<file path="src/rtl/mc_control_unit_if.sv">
// Control-unit signal bundle: instruction/data memory handshakes, ALU flag, datapath controls and status.
interface mc_control_unit_if #(
  parameter int CNT_W = 32
);
  logic [31:0]      instr;
  logic             ihit;
  logic             dhit;
  logic             zero;
  logic             iREN;
  logic             dREN;
  logic             dWEN;
  logic             PCWr;
  logic [1:0]       PCSel;
  logic             RegWr;
  logic [3:0]       ALUCtr;
  logic             ALUSrc;
  logic             MemtoReg;
  logic             ExtOp;
  logic             halt;
  logic             err;
  logic [2:0]       state;
  logic [CNT_W-1:0] retired;

  modport master (
    input  instr, ihit, dhit, zero,
    output iREN, dREN, dWEN, PCWr, PCSel, RegWr, ALUCtr, ALUSrc, MemtoReg, ExtOp,
           halt, err, state, retired
  );

  modport slave (
    output instr, ihit, dhit, zero,
    input  iREN, dREN, dWEN, PCWr, PCSel, RegWr, ALUCtr, ALUSrc, MemtoReg, ExtOp,
           halt, err, state, retired
  );
endinterface

</file>
<file path="src/rtl/mc_control_unit.sv">
// Multi-cycle MIPS-subset control FSM: ALU op 4 cycles, LW 5, SW 4, branch/J/JR 3 on first-cycle hits.
// Stalls in FETCH/MEM until ihit/dhit, faulting after WAIT_MAX misses; MCU_PERF_CNT_EN enables the retired counter.
module mc_control_unit #(
  parameter int CNT_W    = 32,
  parameter int WAIT_MAX = 15
) (
  input logic               clk,
  input logic               rst,
  mc_control_unit_if.master bus
);

  typedef enum logic [2:0] {
    S_FETCH = 3'd0, S_DECODE = 3'd1, S_EXEC = 3'd2, S_MEM = 3'd3,
    S_WB = 3'd4, S_HALTED = 3'd5, S_ERROR = 3'd6
  } state_t;

  typedef enum logic [3:0] {
    ALU_SLL = 4'd0, ALU_SRL = 4'd1, ALU_ADD = 4'd2, ALU_SUB = 4'd3,
    ALU_AND = 4'd4, ALU_OR = 4'd5, ALU_XOR = 4'd6, ALU_NOR = 4'd7,
    ALU_SLT = 4'd8, ALU_SLTU = 4'd9, ALU_LUI = 4'd10
  } aluop_t;

  typedef enum logic [3:0] {
    C_NOP, C_ALU, C_LW, C_SW, C_BEQ, C_BNE, C_J, C_JR, C_JAL, C_HALT
  } iclass_t;

  localparam int              WAIT_W    = $clog2(WAIT_MAX + 1);
  localparam logic [WAIT_W-1:0] WAIT_LAST = WAIT_W'(WAIT_MAX - 1);

  state_t            state_q, state_d;
  logic [11:0]       ir_q;      // only opcode and funct steer control; the datapath keeps the full word
  logic              ir_load;
  logic [WAIT_W-1:0] wait_q, wait_d;
  logic [5:0]        opcode, funct;
  iclass_t           iclass;
  aluop_t            aluop;
  logic              alu_src, ext_op;

  assign opcode = ir_q[11:6];
  assign funct  = ir_q[5:0];

  always_comb begin
    iclass  = C_NOP;
    aluop   = ALU_SLL;
    alu_src = 1'b0;
    ext_op  = 1'b0;
    case (opcode)
      6'h00: begin
        case (funct)
          6'h20, 6'h21: begin iclass = C_ALU; aluop = ALU_ADD;  end
          6'h22, 6'h23: begin iclass = C_ALU; aluop = ALU_SUB;  end
          6'h24:        begin iclass = C_ALU; aluop = ALU_AND;  end
          6'h25:        begin iclass = C_ALU; aluop = ALU_OR;   end
          6'h26:        begin iclass = C_ALU; aluop = ALU_XOR;  end
          6'h27:        begin iclass = C_ALU; aluop = ALU_NOR;  end
          6'h2A:        begin iclass = C_ALU; aluop = ALU_SLT;  end
          6'h2B:        begin iclass = C_ALU; aluop = ALU_SLTU; end
          6'h00:        begin iclass = C_ALU; aluop = ALU_SLL; alu_src = 1'b1; end
          6'h02:        begin iclass = C_ALU; aluop = ALU_SRL; alu_src = 1'b1; end
          6'h08:        iclass = C_JR;
          default:      iclass = C_NOP;
        endcase
      end
      6'h08, 6'h09: begin iclass = C_ALU; aluop = ALU_ADD;  alu_src = 1'b1; ext_op = 1'b1; end
      6'h0A:        begin iclass = C_ALU; aluop = ALU_SLT;  alu_src = 1'b1; ext_op = 1'b1; end
      6'h0B:        begin iclass = C_ALU; aluop = ALU_SLTU; alu_src = 1'b1; ext_op = 1'b1; end
      6'h0C:        begin iclass = C_ALU; aluop = ALU_AND;  alu_src = 1'b1; end
      6'h0D:        begin iclass = C_ALU; aluop = ALU_OR;   alu_src = 1'b1; end
      6'h0E:        begin iclass = C_ALU; aluop = ALU_XOR;  alu_src = 1'b1; end
      6'h0F:        begin iclass = C_ALU; aluop = ALU_LUI;  alu_src = 1'b1; end
      6'h23:        begin iclass = C_LW;  aluop = ALU_ADD;  alu_src = 1'b1; ext_op = 1'b1; end
      6'h2B:        begin iclass = C_SW;  aluop = ALU_ADD;  alu_src = 1'b1; ext_op = 1'b1; end
      6'h04:        begin iclass = C_BEQ; aluop = ALU_SUB;  ext_op = 1'b1; end
      6'h05:        begin iclass = C_BNE; aluop = ALU_SUB;  ext_op = 1'b1; end
      6'h02:        iclass = C_J;
      6'h03:        iclass = C_JAL;
      6'h3F:        iclass = C_HALT;
      default:      iclass = C_NOP;
    endcase
  end

  assign bus.ALUCtr = aluop;
  assign bus.ALUSrc = alu_src;
  assign bus.ExtOp  = ext_op;

  always_comb begin
    state_d      = state_q;
    wait_d       = '0;
    ir_load      = 1'b0;
    bus.iREN     = 1'b0;
    bus.dREN     = 1'b0;
    bus.dWEN     = 1'b0;
    bus.PCWr     = 1'b0;
    bus.PCSel    = 2'b00;
    bus.RegWr    = 1'b0;
    bus.MemtoReg = 1'b0;
    case (state_q)
      S_FETCH: begin
        bus.iREN = 1'b1;
        // a hit in the last allowed cycle still wins over the timeout
        if (bus.ihit) begin
          ir_load  = 1'b1;
          bus.PCWr = 1'b1;
          state_d  = S_DECODE;
        end else if (wait_q == WAIT_LAST) begin
          state_d = S_ERROR;
        end else begin
          wait_d = wait_q + 1'b1;
        end
      end
      S_DECODE: state_d = S_EXEC;
      S_EXEC: begin
        case (iclass)
          C_BEQ:  begin bus.PCWr = bus.zero;  bus.PCSel = {1'b0, bus.zero};  state_d = S_FETCH; end
          C_BNE:  begin bus.PCWr = !bus.zero; bus.PCSel = {1'b0, !bus.zero}; state_d = S_FETCH; end
          C_J:    begin bus.PCWr = 1'b1; bus.PCSel = 2'b10; state_d = S_FETCH; end
          C_JR:   begin bus.PCWr = 1'b1; bus.PCSel = 2'b11; state_d = S_FETCH; end
          C_LW, C_SW: state_d = S_MEM;
          C_HALT: state_d = S_HALTED;
          C_ALU, C_JAL: state_d = S_WB;
          default: state_d = S_FETCH;
        endcase
      end
      S_MEM: begin
        bus.dREN = (iclass == C_LW);
        bus.dWEN = (iclass == C_SW);
        if (bus.dhit) begin
          state_d = (iclass == C_LW) ? S_WB : S_FETCH;
        end else if (wait_q == WAIT_LAST) begin
          state_d = S_ERROR;
        end else begin
          wait_d = wait_q + 1'b1;
        end
      end
      S_WB: begin
        bus.RegWr    = 1'b1;
        bus.MemtoReg = (iclass == C_LW);
        if (iclass == C_JAL) begin
          bus.PCWr  = 1'b1;
          bus.PCSel = 2'b10;
        end
        state_d = S_FETCH;
      end
      S_HALTED, S_ERROR: state_d = state_q;
      default: state_d = S_ERROR;
    endcase
  end

  always_ff @(posedge clk) begin
    if (rst) begin
      state_q <= S_FETCH;
      ir_q    <= '0;
      wait_q  <= '0;
    end else begin
      state_q <= state_d;
      wait_q  <= wait_d;
      if (ir_load) ir_q <= {bus.instr[31:26], bus.instr[5:0]};
    end
  end

  assign bus.state = state_q;
  assign bus.halt  = (state_q == S_HALTED);
  assign bus.err   = (state_q == S_ERROR);

`ifdef MCU_PERF_CNT_EN
  logic             retire;
  logic [CNT_W-1:0] retired_q;

  // the final hop of an instruction back to FETCH (or into HALTED) is its retirement
  assign retire = (state_q == S_EXEC || state_q == S_MEM || state_q == S_WB) &&
                  (state_d == S_FETCH || state_d == S_HALTED);

  always_ff @(posedge clk) begin
    if (rst)         retired_q <= '0;
    else if (retire) retired_q <= retired_q + 1'b1;
  end

  assign bus.retired = retired_q;
`else
  assign bus.retired = '0;
`endif

endmodule

</file>
<file path="src/flat_wrapper.sv">
// flat-port wrapper written by rule: the top's interface ports become plain ports
module mc_control_unit_flat 
#(
  parameter int CNT_W    = 32,
  parameter int WAIT_MAX = 15
)
  (clk, rst, bus_instr, bus_ihit, bus_dhit, bus_zero, bus_iREN, bus_dREN, bus_dWEN, bus_PCWr, bus_PCSel, bus_RegWr, bus_ALUCtr, bus_ALUSrc, bus_MemtoReg, bus_ExtOp, bus_halt, bus_err, bus_state, bus_retired);
  mc_control_unit_if #(.CNT_W(CNT_W)) bus_i ();
  input logic clk;
  input logic rst;
  input wire logic [$bits(bus_i.instr)-1:0] bus_instr;
  input wire logic [$bits(bus_i.ihit)-1:0] bus_ihit;
  input wire logic [$bits(bus_i.dhit)-1:0] bus_dhit;
  input wire logic [$bits(bus_i.zero)-1:0] bus_zero;
  output wire logic [$bits(bus_i.iREN)-1:0] bus_iREN;
  output wire logic [$bits(bus_i.dREN)-1:0] bus_dREN;
  output wire logic [$bits(bus_i.dWEN)-1:0] bus_dWEN;
  output wire logic [$bits(bus_i.PCWr)-1:0] bus_PCWr;
  output wire logic [$bits(bus_i.PCSel)-1:0] bus_PCSel;
  output wire logic [$bits(bus_i.RegWr)-1:0] bus_RegWr;
  output wire logic [$bits(bus_i.ALUCtr)-1:0] bus_ALUCtr;
  output wire logic [$bits(bus_i.ALUSrc)-1:0] bus_ALUSrc;
  output wire logic [$bits(bus_i.MemtoReg)-1:0] bus_MemtoReg;
  output wire logic [$bits(bus_i.ExtOp)-1:0] bus_ExtOp;
  output wire logic [$bits(bus_i.halt)-1:0] bus_halt;
  output wire logic [$bits(bus_i.err)-1:0] bus_err;
  output wire logic [$bits(bus_i.state)-1:0] bus_state;
  output wire logic [$bits(bus_i.retired)-1:0] bus_retired;
  assign bus_i.instr = bus_instr;
  assign bus_i.ihit = bus_ihit;
  assign bus_i.dhit = bus_dhit;
  assign bus_i.zero = bus_zero;
  assign bus_iREN = bus_i.iREN;
  assign bus_dREN = bus_i.dREN;
  assign bus_dWEN = bus_i.dWEN;
  assign bus_PCWr = bus_i.PCWr;
  assign bus_PCSel = bus_i.PCSel;
  assign bus_RegWr = bus_i.RegWr;
  assign bus_ALUCtr = bus_i.ALUCtr;
  assign bus_ALUSrc = bus_i.ALUSrc;
  assign bus_MemtoReg = bus_i.MemtoReg;
  assign bus_ExtOp = bus_i.ExtOp;
  assign bus_halt = bus_i.halt;
  assign bus_err = bus_i.err;
  assign bus_state = bus_i.state;
  assign bus_retired = bus_i.retired;
  mc_control_unit #(.CNT_W(CNT_W), .WAIT_MAX(WAIT_MAX)) u_core (.clk(clk), .rst(rst), .bus(bus_i));
endmodule
</file>
<file path="config.mk">
export PLATFORM = sky130hd
export DESIGN_NAME = mc_control_unit_flat
export DESIGN_NICKNAME = d
export VERILOG_FILES = /design/src/rtl/mc_control_unit_if.sv /design/src/rtl/mc_control_unit.sv /design/src/flat_wrapper.sv
export SDC_FILE = /design/constraint.sdc
export NUM_CORES = 1
export LEC_CHECK = 0
export BUFFER_PORTS_ARGS = -buffer_cell sky130_fd_sc_hd__buf_2
export CAP_MARGIN = 20
export CORE_MARGIN = 2
export CORE_UTILIZATION = 48
export DETAILED_ROUTE_END_ITERATION = 10
export PLACE_DENSITY = 0.92
export SLEW_MARGIN = 20
export SYNTH_ARGS = -nofsm -noshare
export SYNTH_HDL_FRONTEND = slang
export SYNTH_SLANG_ARGS = --single-unit
</file>
<file path="constraint.sdc">
create_clock -name clk -period 3.2 [get_ports clk]
set_clock_uncertainty 0.05 [all_clocks]
set_input_delay 0 -clock clk [delete_from_list [all_inputs] [get_ports clk]]
set_output_delay 0 -clock clk [all_outputs]
set_load 0.02 [all_outputs]
</file>
Word-level counts from Yosys, hierarchy flattened
Index checks and enable logic that the tools add are counted.

$add $sub $neg: 1. Equal/unequal tests: 43. Multiplexer cells: 30. Reduce and logical (&&, ||, !) cells: 17.

Operators by type and width (number): $pmux 4 s9 (3); $eq 6x6->1 const B (13); $eq 6x4->1 const B (9); $eq 6x2->1 const B (3); $pmux 3 s6 (1); $eq 4x3->1 const B (4); $reduce_or 2->1 (8); $reduce_or 8->1 (2); $eq 4x4->1 const B (3); $eq 6x3->1 const B (2); $logic_not 6->1 (2); $mux 3 (4); $mux 4 (3); $reduce_or 12->1 (1); $mux 1 (10); $reduce_or 10->1 (1); $eq 3x3->1 const B (3); $pmux 3 s3 (1); $eq 4x2->1 const B (2); $pmux 2 s4 (1); $pmux 4 s2 (1); $eq 3x2->1 const B (2); $pmux 1 s3 (2); $pmux 3 s2 (1); other kinds (9) (9).

Bits in registers: 19. Input port bits: 37. Logic and storage cells: 94.

Depth between registers and ports, before layout
Depth in word-level cells: 8. Gate-level depth with buffers: 7. Depth with buffers taken out: 7.

Worst setup path after synthesis
No wires, ideal clock.

Path kind: reg-to-output. Start point: reg u_core.ir_q[9]. End point: out bus_PCWr. Arrival: 2.035 ns. Data required time: 3.150 ns. Setup slack: 1.115 ns. Stages on the path, launching flop included: 6. Path through: dfxtp_1 buf_6 or4_4 nor3_1 o211ai_1 o311ai_1.

Cells in the longest elaborated chain, start to end: 7. Elaborated cells between the ends (all ways): 27. Classes of those cells: 20 x eq/ne; 4 x mux; 3 x reduce/logical.

Ends and longest elaborated chain: from (decl) (line mc_control_unit.sv:31) `logic [11:0] ir_q;`; from (signal assigned) (line mc_control_unit.sv:157) `if (ir_load) ir_q <= {bus.instr[31:26], bus.instr[5:0]};`; $eq 6x4->1 (line mc_control_unit.sv:47) `case (opcode)`; $reduce_or 8->1 (no line); $pmux 4 s9 * (line mc_control_unit.sv:47); $eq 4x3->1 (line mc_control_unit.sv:113) `case (iclass)`; $reduce_or 2->1 (no line); $pmux 1 s3 (line mc_control_unit.sv:113); $pmux 1 s3 * (line mc_control_unit.sv:97) `case (state_q)`; to (decl) (line flat_wrapper.sv:18) `output wire logic [$bits(bus_i.PCWr)-1:0] bus_PCWr;`.

Mark *: on every way between the ends. The rest lies on a longest branch, timed or not.

Final worst setup path
Ends and elaborated chain as after synthesis.

==> results.toml <==
[cells_and_area]
antennaDiodeCount = 0
synthToLayoutAreaGrowth_pct = 13.0
fin_nets = 293
fillerInstances = 285
layout.area.seq_um2 = 380
layout-drive-gt1-share_pct = 16.6
final_cells = 297
area_of_combinational_cells_with_multiple_inputs_um2 = 961

[yosys]
fraction_of_the_yosys_area_taken_by_sequential_cells_pct = 24.4
synth_compound_gate_area_share_pct = 21.5
yosys.area_share.simple_pct = 28.0
muxShareOfSynthArea_pct = 0
synthTopCellsByArea = "sky130_fd_sc_hd__dfxtp_1, sky130_fd_sc_hd__buf_4, sky130_fd_sc_hd__nand2_1, sky130_fd_sc_hd__a21oi_1, sky130_fd_sc_hd__nor2_1"
yosys-top-cells-count = "sky130_fd_sc_hd__buf_4, sky130_fd_sc_hd__nand2_1, sky130_fd_sc_hd__dfxtp_1, sky130_fd_sc_hd__a21oi_1, sky130_fd_sc_hd__nor2_1"
netlist.area_leader.share_pct = 24.4
syn_avg_cell_area_um2 = 7.20
synth.cell_area_um2 = 1560
synthArstFlopShare_pct = 0
synth_fa_ha_area_share_pct = 1.60
xor_xnor_fraction_of_synth_area_pct = 2.80
synth_cell_types = 49
largest_family_of_logic_cells_by_synthesized_area = "simple AND/OR/NAND/NOR gates"
post_synth_inst_count = 217
edff_count_synth = 0
postSynth.topFlopCell = "sky130_fd_sc_hd__dfxtp_1"
yosysWarnings = 0
yosys_register_bits = 19
synth_area_leader_cell = "sky130_fd_sc_hd__dfxtp_1"

[power_and_ir_drop]
static-leakage-power_nw = 0.773
power_per_cell_area_nw_per_um2 = 367
worst_voltage_drop_across_the_vdd_grid_mv = 0.211

[sta]
maxSlewViolCount = 0
tightest_slew_ns = 0.545
max_freq_ghz = 0.406
timing.final.crit_period_ns = 2.46
final_hold_viol_count = 0
rsz0062_at_grt = "false"
setup_violations = 0
finalCritPeriodShare_pct = 77.0
max_slew_margin_pct = 63.7
setup_total_negative_slack_ns = 0

[die]
chipWidth_um = 61.0
floorplan.die_area_um2 = 3730
placementRows = 20
core_area_um2 = 3080
floorplan.initialDensity_pct = 50.7
ios = 88
die_h_um = 61.0

[global_routing]
via_count_of_the_first_global_routing_pass = 1255
grt_antenna_before_repair = 0
maximum_number_of_pins_on_one_net_before_global_route_repair = 18
grt_pass1_wl_um = 5080
total_grt_usage_pct = 17.7
globalRouteOverflowTotal = 0

[drt]
vias_per_std_cell = 5.03
wire_per_inst_um = 11.0
via_count = 1493
route.final.wire_length_um = 3260
drt_pass1_iterations = 4
initialDrtViolationCount = 54
drcViolationCount = 0
postRouteAntennaNets = 0

[critical_path]
end_kind = "primary output"
timing_worst_setup_path_type = "flip-flop to primary output"
cp_top_family = "simple AND/OR/NAND/NOR gates"
data_arrival_critical_path_ns = 2.41
cp.buffers_inverters = 1
worst_setup_path_start_kind = "flip-flop"
crit_path_max_fo = 17
crit_path_cell_trace = "or4_4, nor3_1, o211ai_1, o311ai_1, buf_2"
timing.critical_path.slowest_stage_cell = "sky130_fd_sc_hd__or4_4"
critical_path_required_ns = 3.15
cp_slowest_stage_delay_ns = 0.65

[clock_tree]
path_clk_slew_ns = 0.10
numCtsBuffers = 3
clock_insertion_delay_worst_skew_ns = 0.29
clkSinkCount = 19
cts_root_buffer = "sky130_fd_sc_hd__clkbuf_4"
h_tree_level_count = 1
cts_tree = "done"
number_of_gates_resized_after_cts = 0
clk_path_buf_depth = 2

[hold_path]
holdCritPathClass = "input pin to flip-flop"

[placed_design]
detailed_place_hpwl_um = 2400
place.gp.congestion = 0.813
numPortBuffers = 35
cell_total_after_placement = 279

[job]
drv.max_cap_violation_count = 0

[status]
status = "finished clean"
## worst paths after layout
path	from	endpoint	slack, ns	cells past startpoint
max	u_core.ir_q[9]	bus_PCWr	0.74	5
min	bus_ihit	u_core.bus.state[2]	0.03	4
max reg2reg	u_core.ir_q[9]	u_core.bus.state[2]	1.04	5
min reg2reg	u_core.wait_q[0]	u_core.wait_q[0]	0.42	1
## per-layer routing
| layer | track usage (%) | up-vias | routed length (um) |
|---|---|---|---|
| met5 | 0 | - | 0 |
| met4 | 7.14 | 0 | 65 |
| met3 | 1.89 | 9 | 197 |
| met2 | 30.5 | 71 | 1560 |
| met1 | 22.4 | 661 | 1430 |
| li1 | - | 752 | - |
## cell usage in the layout, fill, tap and decap left out, types with 3 or more instances in the layout
master                          synthesis  routed
sky130_fd_sc_hd__buf_2                  2      35
sky130_fd_sc_hd__nand2_1               32      32
sky130_fd_sc_hd__conb_1                 1      32
sky130_fd_sc_hd__dfxtp_1               19      19
sky130_fd_sc_hd__nor2_1                17      17
sky130_fd_sc_hd__a21oi_1               17      17
sky130_fd_sc_hd__dlygate4sd3_1          0      14
sky130_fd_sc_hd__inv_1                  7       7
sky130_fd_sc_hd__nor3_1                 6       6
sky130_fd_sc_hd__nand2b_1               6       6
sky130_fd_sc_hd__nor2b_1                6       6
sky130_fd_sc_hd__o21ai_0                6       6
sky130_fd_sc_hd__nand3_1                4       4
sky130_fd_sc_hd__nand4_1                3       3
sky130_fd_sc_hd__xnor2_1                3       3
sky130_fd_sc_hd__clkbuf_4               0       3
## flip-flops by register name, summed over array words and instances (netlist names)
register / flops
u_core.ir_q: 12
u_core.wait_q: 4
u_core.bus.state: 3
## final cells by class
| class | instances | area share [%] |
|---|---|---|
| repair buffers | 49 | 17.9 |
| multi-input cells | 174 | 54.5 |
| inverters | 7 | 1.49 |
| flip-flops and latches | 19 | 21.6 |
| clock buffers | 4 | 1.49 |
| well taps | 44 | 3.12 |
## stage by stage
| stage | instance area [um2] | util, % | power, W | setup slack (ns) | hold slack, ns |
|---|---|---|---|---|---|
| detailed placement | 1600 | 51.9 | 0.000518 | 1.06 | 0.196 |
| finish | 1760 | 57.3 | 0.000647 | 0.737 | 0.0314 |
| CTS | 1750 | 57.0 | 0.000646 | 0.717 | 0.0123 |
| global placement | 1600 | 51.9 | 0.000512 | 1.06 | 0.191 |
| floorplan | 1680 | - | 0.000500 | 1.11 | 0.0860 |
| global route | 1760 | 57.3 | 0.000691 | 0.477 | 0.0680 |
## power breakdown
| part | leakage, nW | total [W] | switching [W] | internal [W] |
|---|---|---|---|---|
| logic | 0.602 | 0.000236 | 0.000145 | 0.0000910 |
| clock network | 0.0150 | 0.000119 | 0.0000705 | 0.0000486 |
| registers | 0.156 | 0.000292 | 0.0000383 | 0.000254 |
| total | 0.773 | 0.000647 | 0.000254 | 0.000393 |
## cell families (layout without fill, tap and decap cells)
family	count (synthesis)	count (layout)
other	1	32
and+or+nand+nor	87	87
AOI/OAI and AO/OA	48	48
buffers and inverters	55	60
adders and majority gates	2	2
DFF	19	19
xor gates and xnor gates	5	5
## timing repair
item	CTS	global route
hold buffers	13	1
hold endpoints to repair	13	1
setup endpoints to repair	0	0
buffers inserted	0	0
## worst register-to-register path, stage by stage, from the launching register on
cell and delay [ns]:
sky130_fd_sc_hd__dfxtp_1 0.49, sky130_fd_sc_hd__or4_4 0.65, sky130_fd_sc_hd__a21oi_1 0.21, sky130_fd_sc_hd__inv_1 0.08, sky130_fd_sc_hd__a2111o_1 0.42, sky130_fd_sc_hd__a41oi_2 0.18
Note: power is estimated with default switching activity, not from simulation.
